## config.mk

```make
export PLATFORM = sky130hd
export DESIGN_NAME = simt_register_file
export DESIGN_NICKNAME = d
export VERILOG_FILES = /design/src/rtl/simt_register_file_pkg.sv /design/src/rtl/simt_regfile_lane.sv /design/src/rtl/simt_register_file.sv
export SDC_FILE = /design/constraint.sdc
export NUM_CORES = 1
export LEC_CHECK = 0
export BUFFER_PORTS_ARGS = -buffer_cell sky130_fd_sc_hd__buf_2
export CAP_MARGIN = 25
export CELL_PAD_IN_SITES_DETAIL_PLACEMENT = 0
export CELL_PAD_IN_SITES_GLOBAL_PLACEMENT = 1
export CORE_UTILIZATION = 46
export CTS_CLUSTER_SIZE = 25
export DETAILED_ROUTE_END_ITERATION = 16
export PLACE_DENSITY_LB_ADDON = 0.3
export SETUP_SLACK_MARGIN = 0.15
export SLEW_MARGIN = 5
export SYNTH_ARGS = -nofsm -noshare
export SYNTH_HDL_FRONTEND = slang
export SYNTH_SLANG_ARGS = --single-unit
export TNS_END_PERCENT = 100
```

## constraint.sdc

```tcl
create_clock -name clk -period 14.8 [get_ports clk]
set_input_delay 1.48 -clock clk [delete_from_list [all_inputs] [get_ports clk]]
set_output_delay 1.48 -clock clk [all_outputs]
set_load 0.01 [all_outputs]
```

## src/rtl/simt_register_file_pkg.sv

```systemverilog
// Shared constants for the SIMT register file: core FSM state codes that
// gate reads and writes, write-source selector codes, and the layout of the
// read-only special registers at the top of each lane's register space.
package simt_register_file_pkg;

  // Core FSM states that the register file reacts to.
  localparam logic [2:0] CORE_REQUEST = 3'b011;
  localparam logic [2:0] CORE_UPDATE  = 3'b110;

  // Write-back source selected by the decoder.
  typedef enum logic [1:0] {
    SRC_ALU      = 2'b00,
    SRC_MEMORY   = 2'b01,
    SRC_CONSTANT = 2'b10,
    SRC_SMEM     = 2'b11
  } reg_src_e;

  // The top three registers of every lane are read-only:
  //   NUM_REGS-3 : %blockIdx  (latched on block_start)
  //   NUM_REGS-2 : %blockDim  (constant, threads per block)
  //   NUM_REGS-1 : %threadIdx (constant, lane index)
  localparam int RO_REGS        = 3;
  localparam int OFS_BLOCK_IDX  = 3;
  localparam int OFS_BLOCK_DIM  = 2;
  localparam int OFS_THREAD_IDX = 1;

  // True when addr points at one of the read-only special registers.
  function automatic logic is_read_only(input int addr, input int num_regs);
    return (addr >= num_regs - RO_REGS);
  endfunction

endpackage

```

## src/rtl/simt_regfile_lane.sv

```systemverilog
// One thread lane of the SIMT register file: general-purpose storage, the
// special read-only registers, the registered operand outputs and the
// arbitration between the LSU load return and the UPDATE-stage write.
module simt_regfile_lane
  import simt_register_file_pkg::*;
#(
  parameter int DATA_BITS = 8,
  parameter int NUM_REGS  = 16,
  parameter int LANE_IDX  = 0,
  parameter int BLOCK_DIM = 4,
  parameter int AW        = $clog2(NUM_REGS)
) (
  input  logic                 clk,
  input  logic                 reset,
  input  logic                 lane_enable,
  input  logic                 block_start,
  input  logic [7:0]           block_id,
  input  logic [2:0]           core_state,
  input  logic [AW-1:0]        rd_addr,
  input  logic [AW-1:0]        rs_addr,
  input  logic [AW-1:0]        rt_addr,
  input  logic                 reg_write_enable,
  input  logic [1:0]           reg_input_mux,
  input  logic [DATA_BITS-1:0] immediate,
  input  logic [DATA_BITS-1:0] alu_in,
  input  logic [DATA_BITS-1:0] smem_in,
  input  logic                 wb_valid,
  input  logic [AW-1:0]        wb_addr,
  input  logic [DATA_BITS-1:0] wb_data,
  output logic [DATA_BITS-1:0] rs_out,
  output logic [DATA_BITS-1:0] rt_out
);

  localparam int NUM_FREE = NUM_REGS - RO_REGS;
  localparam int DEPTH    = 1 << AW;

  logic [DATA_BITS-1:0] free_q [NUM_FREE];
  logic [DATA_BITS-1:0] free_d [NUM_FREE];
  logic [DATA_BITS-1:0] block_idx_q, block_idx_d;
  logic [DATA_BITS-1:0] rs_q, rs_d;
  logic [DATA_BITS-1:0] rt_q, rt_d;

  // Full address-space view; addresses beyond NUM_REGS read as zero.
  logic [DATA_BITS-1:0] view [DEPTH];
  reg_src_e             src;
  logic                 upd_write;
  logic [DATA_BITS-1:0] upd_data;

  // Assemble the readable register image from storage and constants.
  always_comb begin
    for (int i = 0; i < DEPTH; i++) view[i] = '0;
    for (int i = 0; i < NUM_FREE; i++) view[i] = free_q[i];
    view[NUM_REGS-OFS_BLOCK_IDX]  = block_idx_q;
    view[NUM_REGS-OFS_BLOCK_DIM]  = DATA_BITS'(BLOCK_DIM);
    view[NUM_REGS-OFS_THREAD_IDX] = DATA_BITS'(LANE_IDX);
  end

  // Select the UPDATE-stage write source; MEMORY never writes here because
  // load data arrives only through the scoreboarded LSU return path.
  always_comb begin
    src       = reg_src_e'(reg_input_mux);
    upd_write = 1'b0;
    upd_data  = '0;
    if (lane_enable && (core_state == CORE_UPDATE) && reg_write_enable &&
        !is_read_only(int'(rd_addr), NUM_REGS)) begin
      case (src)
        SRC_ALU:      begin upd_write = 1'b1; upd_data = alu_in;    end
        SRC_CONSTANT: begin upd_write = 1'b1; upd_data = immediate; end
        SRC_SMEM:     begin upd_write = 1'b1; upd_data = smem_in;   end
        default:      begin upd_write = 1'b0; upd_data = '0;        end
      endcase
    end
  end

  // Next-state for storage and operands. The UPDATE write is applied after
  // the load return so the younger instruction wins on a same-register
  // collision. Operand reads use the pre-edge image (no bypass).
  always_comb begin
    free_d      = free_q;
    block_idx_d = block_idx_q;
    rs_d        = rs_q;
    rt_d        = rt_q;

    if (wb_valid && (int'(wb_addr) < NUM_FREE))
      free_d[wb_addr] = wb_data;
    if (upd_write)
      free_d[rd_addr] = upd_data;

    if (block_start)
      block_idx_d = DATA_BITS'(block_id);

    if (lane_enable && (core_state == CORE_REQUEST)) begin
      rs_d = view[rs_addr];
      rt_d = view[rt_addr];
    end
  end

  // Lane state registers.
  always_ff @(posedge clk or posedge reset) begin
    if (reset) begin
      for (int i = 0; i < NUM_FREE; i++) free_q[i] <= '0;
      block_idx_q <= '0;
      rs_q        <= '0;
      rt_q        <= '0;
    end else begin
      free_q      <= free_d;
      block_idx_q <= block_idx_d;
      rs_q        <= rs_d;
      rt_q        <= rt_d;
    end
  end

  assign rs_out = rs_q;
  assign rt_out = rt_q;

endmodule

```

## src/rtl/simt_register_file.sv

```systemverilog
// Per-core SIMT register file: one lane per thread plus a single load
// scoreboard shared by all lanes. A load records its destination register
// and the set of lanes still owed data; each lane's LSU return retires its
// own bit, in any order, and the scheduler sees load_busy / hazard until the
// last lane has written back.
module simt_register_file
  import simt_register_file_pkg::*;
#(
  parameter int THREADS_PER_BLOCK = 4,
  parameter int DATA_BITS         = 8,
  parameter int NUM_REGS          = 16,
  localparam int AW               = $clog2(NUM_REGS)
) (
  input  logic                                   clk,
  input  logic                                   reset,
  input  logic [THREADS_PER_BLOCK-1:0]           thread_enable,
  input  logic                                   block_start,
  input  logic [7:0]                             block_id,
  input  logic [2:0]                             core_state,
  input  logic [AW-1:0]                          rd_addr,
  input  logic [AW-1:0]                          rs_addr,
  input  logic [AW-1:0]                          rt_addr,
  input  logic                                   reg_write_enable,
  input  logic [1:0]                             reg_input_mux,
  input  logic [DATA_BITS-1:0]                   immediate,
  input  logic [THREADS_PER_BLOCK*DATA_BITS-1:0] alu_out,
  input  logic [THREADS_PER_BLOCK*DATA_BITS-1:0] smem_out,
  input  logic                                   load_issue,
  input  logic [THREADS_PER_BLOCK-1:0]           lsu_wb_valid,
  input  logic [THREADS_PER_BLOCK*DATA_BITS-1:0] lsu_out,
  output logic [THREADS_PER_BLOCK*DATA_BITS-1:0] rs_out,
  output logic [THREADS_PER_BLOCK*DATA_BITS-1:0] rt_out,
  output logic                                   load_busy,
  output logic                                   hazard,
  output logic                                   proto_err
);

  localparam int T = THREADS_PER_BLOCK;

  logic [T-1:0]  pending_mask_q, pending_mask_d;
  logic [AW-1:0] pending_rd_q, pending_rd_d;
  logic          proto_err_q, proto_err_d;
  logic [T-1:0]  wb_hit;

  // A return only counts on a lane that still owes data.
  assign wb_hit    = lsu_wb_valid & pending_mask_q;
  assign load_busy = |pending_mask_q;

  // Scoreboard next-state. An issue while busy (including the cycle of the
  // final return) is dropped and latched as a protocol error.
  always_comb begin
    pending_mask_d = pending_mask_q & ~wb_hit;
    pending_rd_d   = pending_rd_q;
    proto_err_d    = proto_err_q;
    if (load_issue) begin
      if (load_busy) begin
        proto_err_d = 1'b1;
      end else begin
        pending_rd_d   = rd_addr;
        pending_mask_d = is_read_only(int'(rd_addr), NUM_REGS) ? '0 : thread_enable;
      end
    end
  end

  // Scoreboard registers; reset discards any loads in flight.
  always_ff @(posedge clk or posedge reset) begin
    if (reset) begin
      pending_mask_q <= '0;
      pending_rd_q   <= '0;
      proto_err_q    <= 1'b0;
    end else begin
      pending_mask_q <= pending_mask_d;
      pending_rd_q   <= pending_rd_d;
      proto_err_q    <= proto_err_d;
    end
  end

  // Flag any operand or destination that aliases the outstanding load.
  always_comb begin
    hazard = load_busy &&
             ((rs_addr == pending_rd_q) || (rt_addr == pending_rd_q) ||
              (rd_addr == pending_rd_q));
  end

  assign proto_err = proto_err_q;

  for (genvar t = 0; t < T; t++) begin : g_lane
    simt_regfile_lane #(
      .DATA_BITS (DATA_BITS),
      .NUM_REGS  (NUM_REGS),
      .LANE_IDX  (t),
      .BLOCK_DIM (T),
      .AW        (AW)
    ) u_lane (
      .clk              (clk),
      .reset            (reset),
      .lane_enable      (thread_enable[t]),
      .block_start      (block_start),
      .block_id         (block_id),
      .core_state       (core_state),
      .rd_addr          (rd_addr),
      .rs_addr          (rs_addr),
      .rt_addr          (rt_addr),
      .reg_write_enable (reg_write_enable),
      .reg_input_mux    (reg_input_mux),
      .immediate        (immediate),
      .alu_in           (alu_out[t*DATA_BITS +: DATA_BITS]),
      .smem_in          (smem_out[t*DATA_BITS +: DATA_BITS]),
      .wb_valid         (wb_hit[t]),
      .wb_addr          (pending_rd_q),
      .wb_data          (lsu_out[t*DATA_BITS +: DATA_BITS]),
      .rs_out           (rs_out[t*DATA_BITS +: DATA_BITS]),
      .rt_out           (rt_out[t*DATA_BITS +: DATA_BITS])
    );
  end

endmodule
```

[Yosys cells after proc, flatten, opt, wreduce, memory -nomap -nowiden]
Index checks and enable logic that the tools add are counted.
Storage, ports and cells
  register bits: 497
  bits of input ports: 142
  output and inout port bits: 67
  word-level logic and storage cells: 178
Cells by class
  order comparisons: 8
  equal/unequal tests: 7
  multiplexer cells: 60
  bitwise operators: 8
  reduce and logical (&&, ||, !) cells: 31
Operator list (number)
  bitwise mux 104 bit: 8
  2-to-1 mux 104 bit: 8
  binary-select mux 8 bit (select 4 bit): 8
  2-to-1 mux 8 bit: 22
  one-hot mux 8 bit (3 select lines): 4
  demux 8 bit (select 4 bit): 2
  logical AND 1 bit: 23
  >= comparator 5 bit (second input constant): 4
  NOT 4 -> 5 bit: 4
  == test 4 bit: 3
  2-to-1 mux 4 bit: 3
  less-than comparator 5 x 1 -> 1 bit (second input constant): 2
  bitwise AND 4 bit: 2
  2-to-1 mux 1 bit: 5
  == test 2 bit (second input constant): 2
  >= comparator 4 bit (second input constant): 1
  less-than comparator 4 bit (second input constant): 1
  NOT 4 bit: 1
  AND reduction 2 bit: 2
  OR reduction 4 bit: 1
  == test 3 x 2 -> 1 bit (second input constant): 1
  == test 3 bit (second input constant): 1
  OR reduction 3 bit: 1
  zero test 2 bit: 1
  other kinds (3): 4

[Longest topological paths before layout]
Gate-level depths: netlist of run 1.
  depth after elaboration: 9
  depth in mapped cells: 8
  mapped depth without buffers: 4

[By module]
A second synthesis of run 1 with hierarchy kept.
Second synthesis, totals
  cell total of the unflattened synthesis: 2673
  area, all modules: 32891.5 µm²
By module, submodules not included
  simt_regfile_lane (g_lane[1].u_lane): times used 1, cells each 682, area each 8147.8 µm², sequential area each 3203.1 µm²
  simt_regfile_lane (g_lane[0].u_lane): times used 1, cells each 660, area each 8079.0 µm², sequential area each 3203.1 µm²
  simt_regfile_lane (g_lane[3].u_lane): times used 1, cells each 645, area each 8061.5 µm², sequential area each 3203.1 µm²
  simt_regfile_lane (g_lane[2].u_lane): times used 1, cells each 634, area each 8046.5 µm², sequential area each 3203.1 µm²
  simt_register_file: times used 1, cells each 52, area each 556.8 µm², sequential area each 225.2 µm²

[Least setup slack after synthesis of run 1]
OpenSTA, ideal clock, no wires.
  path type: input to output
  from: in rt_addr[0]
  to: out hazard
  arrival: 2.819 ns
  data required time: 13.320 ns
  setup slack: 10.501 ns
  stages: 8
  buffers on the path: 5
  cell sequence: buf_6 -> buf_6 -> buf_4 -> buf_2 -> buf_2 -> xnor2_1 -> nand4_1 -> a31oi_1
On the way
  word-level cells in the longest chain between the ends: 4
Ends and longest elaborated chain
  from (decl): line simt_register_file.sv:22  | input logic [AW-1:0] rt_addr,
  == test 4 bit: line simt_register_file.sv:81  | ((rs_addr == pending_rd_q) || (rt_addr == pending_rd_q) ||
  logical OR 1 bit (2 in series): line simt_register_file.sv:81
  logical AND 1 bit: line simt_register_file.sv:80  | hazard = load_busy &&
  to (decl): line simt_register_file.sv:34  | output logic hazard,
No other way between the ends.

[Worst setup path after layout of run 1]
  from: in rs_addr[2]
  to: out hazard
On the way
  word-level cells in the longest chain between the ends: 4
Ends and longest elaborated chain
  from (decl): line simt_register_file.sv:21  | input logic [AW-1:0] rs_addr,
  == test 4 bit: line simt_register_file.sv:81
  logical OR 1 bit (2 in series): line simt_register_file.sv:81
  logical AND 1 bit: line simt_register_file.sv:80
No other way between the ends.

==> results.toml, run 1 <==
[sta]
tightest_slew_ps = 1110
min_period_over_period_pct = 32.4
finClkSkew_ps = 20.8
rsz0062_at_grt = "no"
setup_viol = 0
slew-limit-headroom_pct = 26.3
fmax_mhz = 208
setup_tns_ps = 0
hold_violations = 0
min_period_ps = 4800
final_max_slew_viol_count = 0

[clock_tree]
path_clk_slew_ps = 60
cts_tree = "yes"
holdBufCountCts = 0
cts-root-buf = "clkbuf_16"
cts-htree-levels = 2
cts_resized = 0
clock-sinks = 497
clockBufferDepth = 3
clk_latency_ps = 640
postCtsSetupBuffers = 0
cts_inserted_buffers = 56

[placed_design]
gp_congestion = 0.928
dp_hpwl_um = 74900
dp_cells = 3531
postPlaceCellArea_um2 = 33900
port_buffers = 208

[synth]
syn-num-nets = 2695
syn-cell-area_um2 = 32400
synth_most_common_cell = "mux2i_1"
synth-seq-area-share_pct = 38.4
yosys-top-cells-area = "dfrtp_1, mux2i_1, mux4_2"
syn_inst = 2553
ys.flop_type = "dfrtp_1"
yosys.area.top_type_share_pct = 38.4
synth.distinct_cells = 77
synth-seq-cells = 497
ys_warn_count = 0
synthArstFlopShare_pct = 100
synth.top_cells.by_count = "mux2i_1, dfrtp_1, mux4_2, buf_2"
synth_top_area_cell = "dfrtp_1"
synth_edf_count = 0
postSynthAreaPerCell_um2 = 12.7

[routing]
routed_via_density = 6.47
drt_wl_total_um = 112000
drcViolationCount = 0
drt_iter0_drc = 2151
final_antenna_net_count = 0
wl_per_cell_um = 30.6
vias = 23600
dr.pass1.iters = 6

[power]
p_per_area_nw_per_um2 = 136
leakagePower_uw = 0.0171
peakVddDrop_uv = 93.9

[floorplanning]
die_area_um2 = 71500
die_y_um = 267
coreArea_um2 = 69200
placement_rows = 96
die_x_um = 267
start_util_pct = 46.9
ios = 209

[finish]
synthToLayoutAreaGrowth_pct = 10.7
postLayoutCellArea_um2 = 35900
drive_gt1_share_pct = 26.8
seq_area_um2 = 12400
fillers = 5990
multiInputGateArea_um2 = 18700
layout.cells.non_filler = 3645
nNetsFinal = 2807

[global_route]
antenna_found_initial = 6
grt_max_degree = 172
track_usage_pct = 31.1
grt_pass1_wl_um = 164000
first_global_vias = 24500
grt.overflow.total = 0

[worst_setup_path]
worstPathMaxFanout = 39
crit_type = "primary input to primary output"
start_kind = "primary input"
path_common_cell = "buf_2"
critPathCaptureType = "primary output"
slowest_stage = "buf_4"
cp_num_buf_inv = 3
cp_data_arrival_time_ps = 3320
critPathMaxStageDelay_ps = 660
r2r_setup_slack_ps = 12000
path_cells = "buf_2, buf_4, xnor2_1, nand4_1, a31oi_1, buf_2"
cp.required_ps = 13320
crit_family = "buffers and inverters"

[outcome]
outcome = "completed"

[run]
drv_cap = 0

[hold_path]
hold_path_class = "flip-flop to flip-flop"
[stage by stage]
step                      setup WS [ps]  power [uW]  utilization [%]  hold slack [ps]
after floorplan                    6580        2990                -              493
after global routing              10050        5080             51.9              485
final                             10000        4870             51.9              463
after detailed placement           9850        3390             49.0              453
after CTS                         10100        4870             51.7              466
after global placement             9890        3320             48.9              435
[final timing paths]
check | from | endpoint | cells after the start
max | rs_addr[2] | hazard | 6
min | proto_err$_DFFE_PP0P_ | proto_err$_DFFE_PP0P_ | 1
max reg2reg | pending_rd_q[2]$_DFFE_PP0P_ | g_lane[3].u_lane.free_q[2]$_DFF_PP0_ | 4
min reg2reg | proto_err$_DFFE_PP0P_ | proto_err$_DFFE_PP0P_ | 1
max in group asynchronous | reset | g_lane[3].u_lane.free_q[69]$_DFF_PP0_ | 6
min in group asynchronous | reset | g_lane[2].u_lane.free_q[43]$_DFF_PP0_ | 3
[area by class of cell]
| type | count | area share, % |
|---|---|---|
| clock buffer | 84 | 4.67 |
| tap | 931 | 3.24 |
| inverter | 23 | 0.254 |
| sequential | 497 | 34.6 |
| timing repair buffer | 268 | 4.51 |
| clock inverter | 19 | 0.641 |
| antenna | 4 | 0.0279 |
| multi-input combinational | 1819 | 52.0 |
[state kept, by name (all words and copies together) (netlist names)]
signal,flops
g_lane.u_lane.block_idx_q,8
proto_err,1
g_lane.u_lane.free_q,416
g_lane.u_lane.rs_out,32
g_lane.u_lane.rt_out,32
pending_mask_q,4
pending_rd_q,4
[report_power, final]
group,internal (uW),switching (uW)
Sequential,1720,350
Clock,866,607
Combinational,662,660
Total,3250,1620
[cell usage in the layout (no fill, tap or decap), types with 27 or more instances in the layout]
cell | synthesis | layout
mux4_2 | 158 | 158
nand2_1 | 99 | 99
dfrtp_1 | 497 | 497
nor2_1 | 99 | 99
o21ai_0 | 27 | 27
clkbuf_16 | 0 | 57
mux2i_1 | 923 | 923
mux2_2 | 54 | 54
nand3_2 | 31 | 31
and2_1 | 39 | 39
a21oi_1 | 45 | 41
buf_4 | 32 | 53
buf_2 | 108 | 205
[cell families (layout without fill, tap and decap cells)]
| logic type | Yosys count | in the layout | synth area share, % |
|---|---|---|---|
| AOI/OAI and AO/OA | 231 | 231 | 5.46 |
| xor gates and xnor gates | 12 | 12 | 0.324 |
| buffers and inverters | 237 | 394 | 4.08 |
| DFF | 497 | 497 | 38.4 |
| muxes | 1144 | 1144 | 42.1 |
| other | 0 | 4 | 0 |
| and+or+nand+nor | 432 | 432 | 9.69 |
[routing by layer]
| layer | vias up | share of wire, % | track usage, % |
|---|---|---|---|
| li1 | 9938 | - | - |
| met5 | - | 0.046 | 0 |
| met1 | 12400 | 41 | 41.5 |
| met3 | 300 | 7.6 | 6.09 |
| met2 | 1004 | 47 | 49.2 |
| met4 | 8 | 4.8 | 14.1 |
[worst register-to-register path, stage by stage (launching register included)]
cell	delay, ps
dfrtp_1	870
nand4bb_1	610
nor2_2	740
mux2i_1	300
mux2i_1	120
(Power assumes the default switching activity.)
==> inputs of run 2 (changes only) <==
Settings changed: ABC_AREA set to 1, CORE_UTILIZATION 46 to 40.
Clock period 14.8 ns to 3.9 ns, I/O delays scaled along.
==> run 2 against run 1 <==
Die area up 23%; total power grew to 4.4 times the previous value; sequential share of layout area fell by 2.7 points; worst setup slack lost 8800 ps; hold slack worse by 390 ps; synthesized cell count increased by 110%; area after synthesis increased by 6.8%; via count is 57% higher; clock-buffer cell count rose by 2; clock power rose to 4.3 times the previous value; flip-flop and latch count is the same; utilization decreased by 6.4 points.
==> results.toml, run 2 <==
[outcome]
outcome = "completed"

[worst_setup_path]
cp.required_ps = 3510
start_kind = "primary input"
worstPathMaxFanout = 67
critPathCaptureType = "primary output"
crit_type = "primary input to primary output"
cp_data_arrival_time_ps = 2280

[placed_design]
postPlaceCellArea_um2 = 36600
pre_cts_ws_ps = 1170
gp_congestion = 0.936
dp_hpwl_um = 106000
port_buffers = 208

[finish]
postLayoutCellArea_um2 = 38900
final_cell_mix = "nand2_1, inv_1, dfrtp_1"
synthToLayoutAreaGrowth_pct = 12.3
nNetsFinal = 5606
largest_register = "g_lane.u_lane.free_q"
insertedDiodeCount = 0
layout.cells.most_common = "nand2_1"
drive_gt1_share_pct = 11.8
largest_reg_flops = 416

[power]
p_int_uw = 12900
p_comb_share_pct = 31.6
clockPowerShare_pct = 29.5
switchingPower_uw = 8310
sequentialPowerShare_pct = 38.9
p_sw_share_pct = 39.1
p_per_area_nw_per_um2 = 546
peakVddDrop_uv = 301
leakagePower_uw = 0.0202

[clock_tree]
cts_tree = "yes"
path_clk_slew_ps = 60
clockBufferDepth = 3
clk_latency_ps = 650
postCtsSetupBuffers = 0
cts-root-buf = "clkbuf_16"
clock-sinks = 497
cts-htree-levels = 2
cts_inserted_buffers = 59

[sta]
tightest_slew_ps = 1060
holdWs_ps = 71.2
fmax_mhz = 374
final_max_slew_viol_count = 0
setup_tns_ps = 0
finClkSkew_ps = 11.3
setup_viol = 0
hold_violations = 0
min_period_ps = 2670
rsz0062_at_grt = "no"
min_period_over_period_pct = 68.5
fin_ws_ps = 1230
slew-limit-headroom_pct = 29.5

[synth]
synth-seq-cells = 497
syn-cell-area_um2 = 34600
yosys-top-cells-area = "dfrtp_1, nand2_1, o211ai_1"
syn_inst = 5376
synth.distinct_cells = 30
syn-num-nets = 5518
ys.flop_type = "dfrtp_1"
synthArstFlopShare_pct = 100
ys_warn_count = 0
synth_edf_count = 0
synth_most_common_cell = "nand2_1"
synth-seq-area-share_pct = 35.9
synth_top_area_cell = "dfrtp_1"
synth.top_cells.by_count = "nand2_1, inv_1, dfrtp_1, nand3_1, o211ai_1"
postSynthAreaPerCell_um2 = 6.44
yosys.area.top_type_share_pct = 35.9

[routing]
drcViolationCount = 0
final_antenna_net_count = 0
dr.pass1.iters = 6
drt_wl_total_um = 158000
wl_per_cell_um = 23.7
vias = 37100
drt_iter0_drc = 4545
routed_via_density = 5.58

[floorplanning]
placement_rows = 107
ios = 209
die_x_um = 296
die_area_um2 = 87700
die_y_um = 296
start_util_pct = 40.5
coreArea_um2 = 85400

[global_route]
grt.overflow.total = 0
grt_pass1_wl_um = 229000
antenna_found_initial = 9
grt_max_degree = 93
track_usage_pct = 35.5
first_global_vias = 33400

[hold_path]
hold_path_class = "primary input to flip-flop"

[run]
drv_cap = 0
-- run 2: repair_timing --
item | 4_1_cts | 5_1_grt
endpoints found under the hold margin | 27 | 0
hold buffers | 11 | 0
resized for setup | 0 | 0
-- run 2: cell families (layout without fill, tap and decap cells) --
logic type      after synthesis  count (layout)  share of synthesized area [%]
flops                       497             497                           35.9
mux                           8               8                          0.260
xor+xnor                     12              12                          0.304
buf+inv                     947            1084                           11.0
simple gates               3264            3264                           40.3
compound gates              648             648                           12.3
-- run 2: power groups by stage --
stage | Clock (uW) | Sequential (uW) | Combinational, uW
2_1_floorplan | 0 | 7700 | 4810
3_3_place_gp | 0 | 8250 | 6450
3_5_place_dp | 0 | 8270 | 6550
4_1_cts | 6280 | 8200 | 6600
5_1_grt | 6490 | 8400 | 7550
6_report | 6260 | 8270 | 6710
-- run 2: metrics by stage --
stage	std cells	util [%]	total power, uW
3_3_place_gp	6535	42.9	14700
3_5_place_dp	6535	42.9	14800
5_1_grt	6657	45.5	22400
2_1_floorplan	5376	-	12500
6_report	6657	45.5	21200
4_1_cts	6656	45.5	21100
-- run 2: path summary, 6_finish.rpt --
check,startpoint,endpoint,slack [ps],cells past startpoint
setup / recovery,rt_addr[0],hazard,1230,8
hold reg to reg,g_lane[2].u_lane.rt_out[6]$_DFFE_PP0P_,g_lane[2].u_lane.rt_out[6]$_DFFE_PP0P_,480,2
max in group asynchronous,reset,g_lane[2].u_lane.rt_out[5]$_DFFE_PP0P_,2390,5
hold / removal,lsu_wb_valid[2],pending_mask_q[2]$_DFF_PP0_,70,2
setup reg to reg,pending_rd_q[1]$_DFFE_PP0P_,g_lane[2].u_lane.free_q[80]$_DFF_PP0_,1240,5
min in group asynchronous,reset,g_lane[3].u_lane.free_q[54]$_DFF_PP0_,470,3
-- run 2: worst max-delay path: stages --
cell and delay (ps):
buf_6 420, buf_4 720, xnor2_1 190, nand4_1 100
nand3_1 140, nand2_1 80, inv_1 60, buf_2 120
-- run 2: area by class of cell --
class                      count  area [um2]
fill                        9115       46500
multi-input combinational   3932       18400
sequential                   497       12400
inverter                     673        2530
timing repair buffer         301        1940
clock buffer                  86        1760
tap                         1144        1430
clock inverter                24         374
-- run 2: routing by layer --
metal / up-vias / track usage (%) / part of all wire (%)
met5: - / 0 / 0.043
met3: 304 / 9.09 / 12
met1: 17400 / 50.4 / 42
met2: 2304 / 51.8 / 42
li1: 17100 / - / -
met4: 10 / 12.7 / 3.6
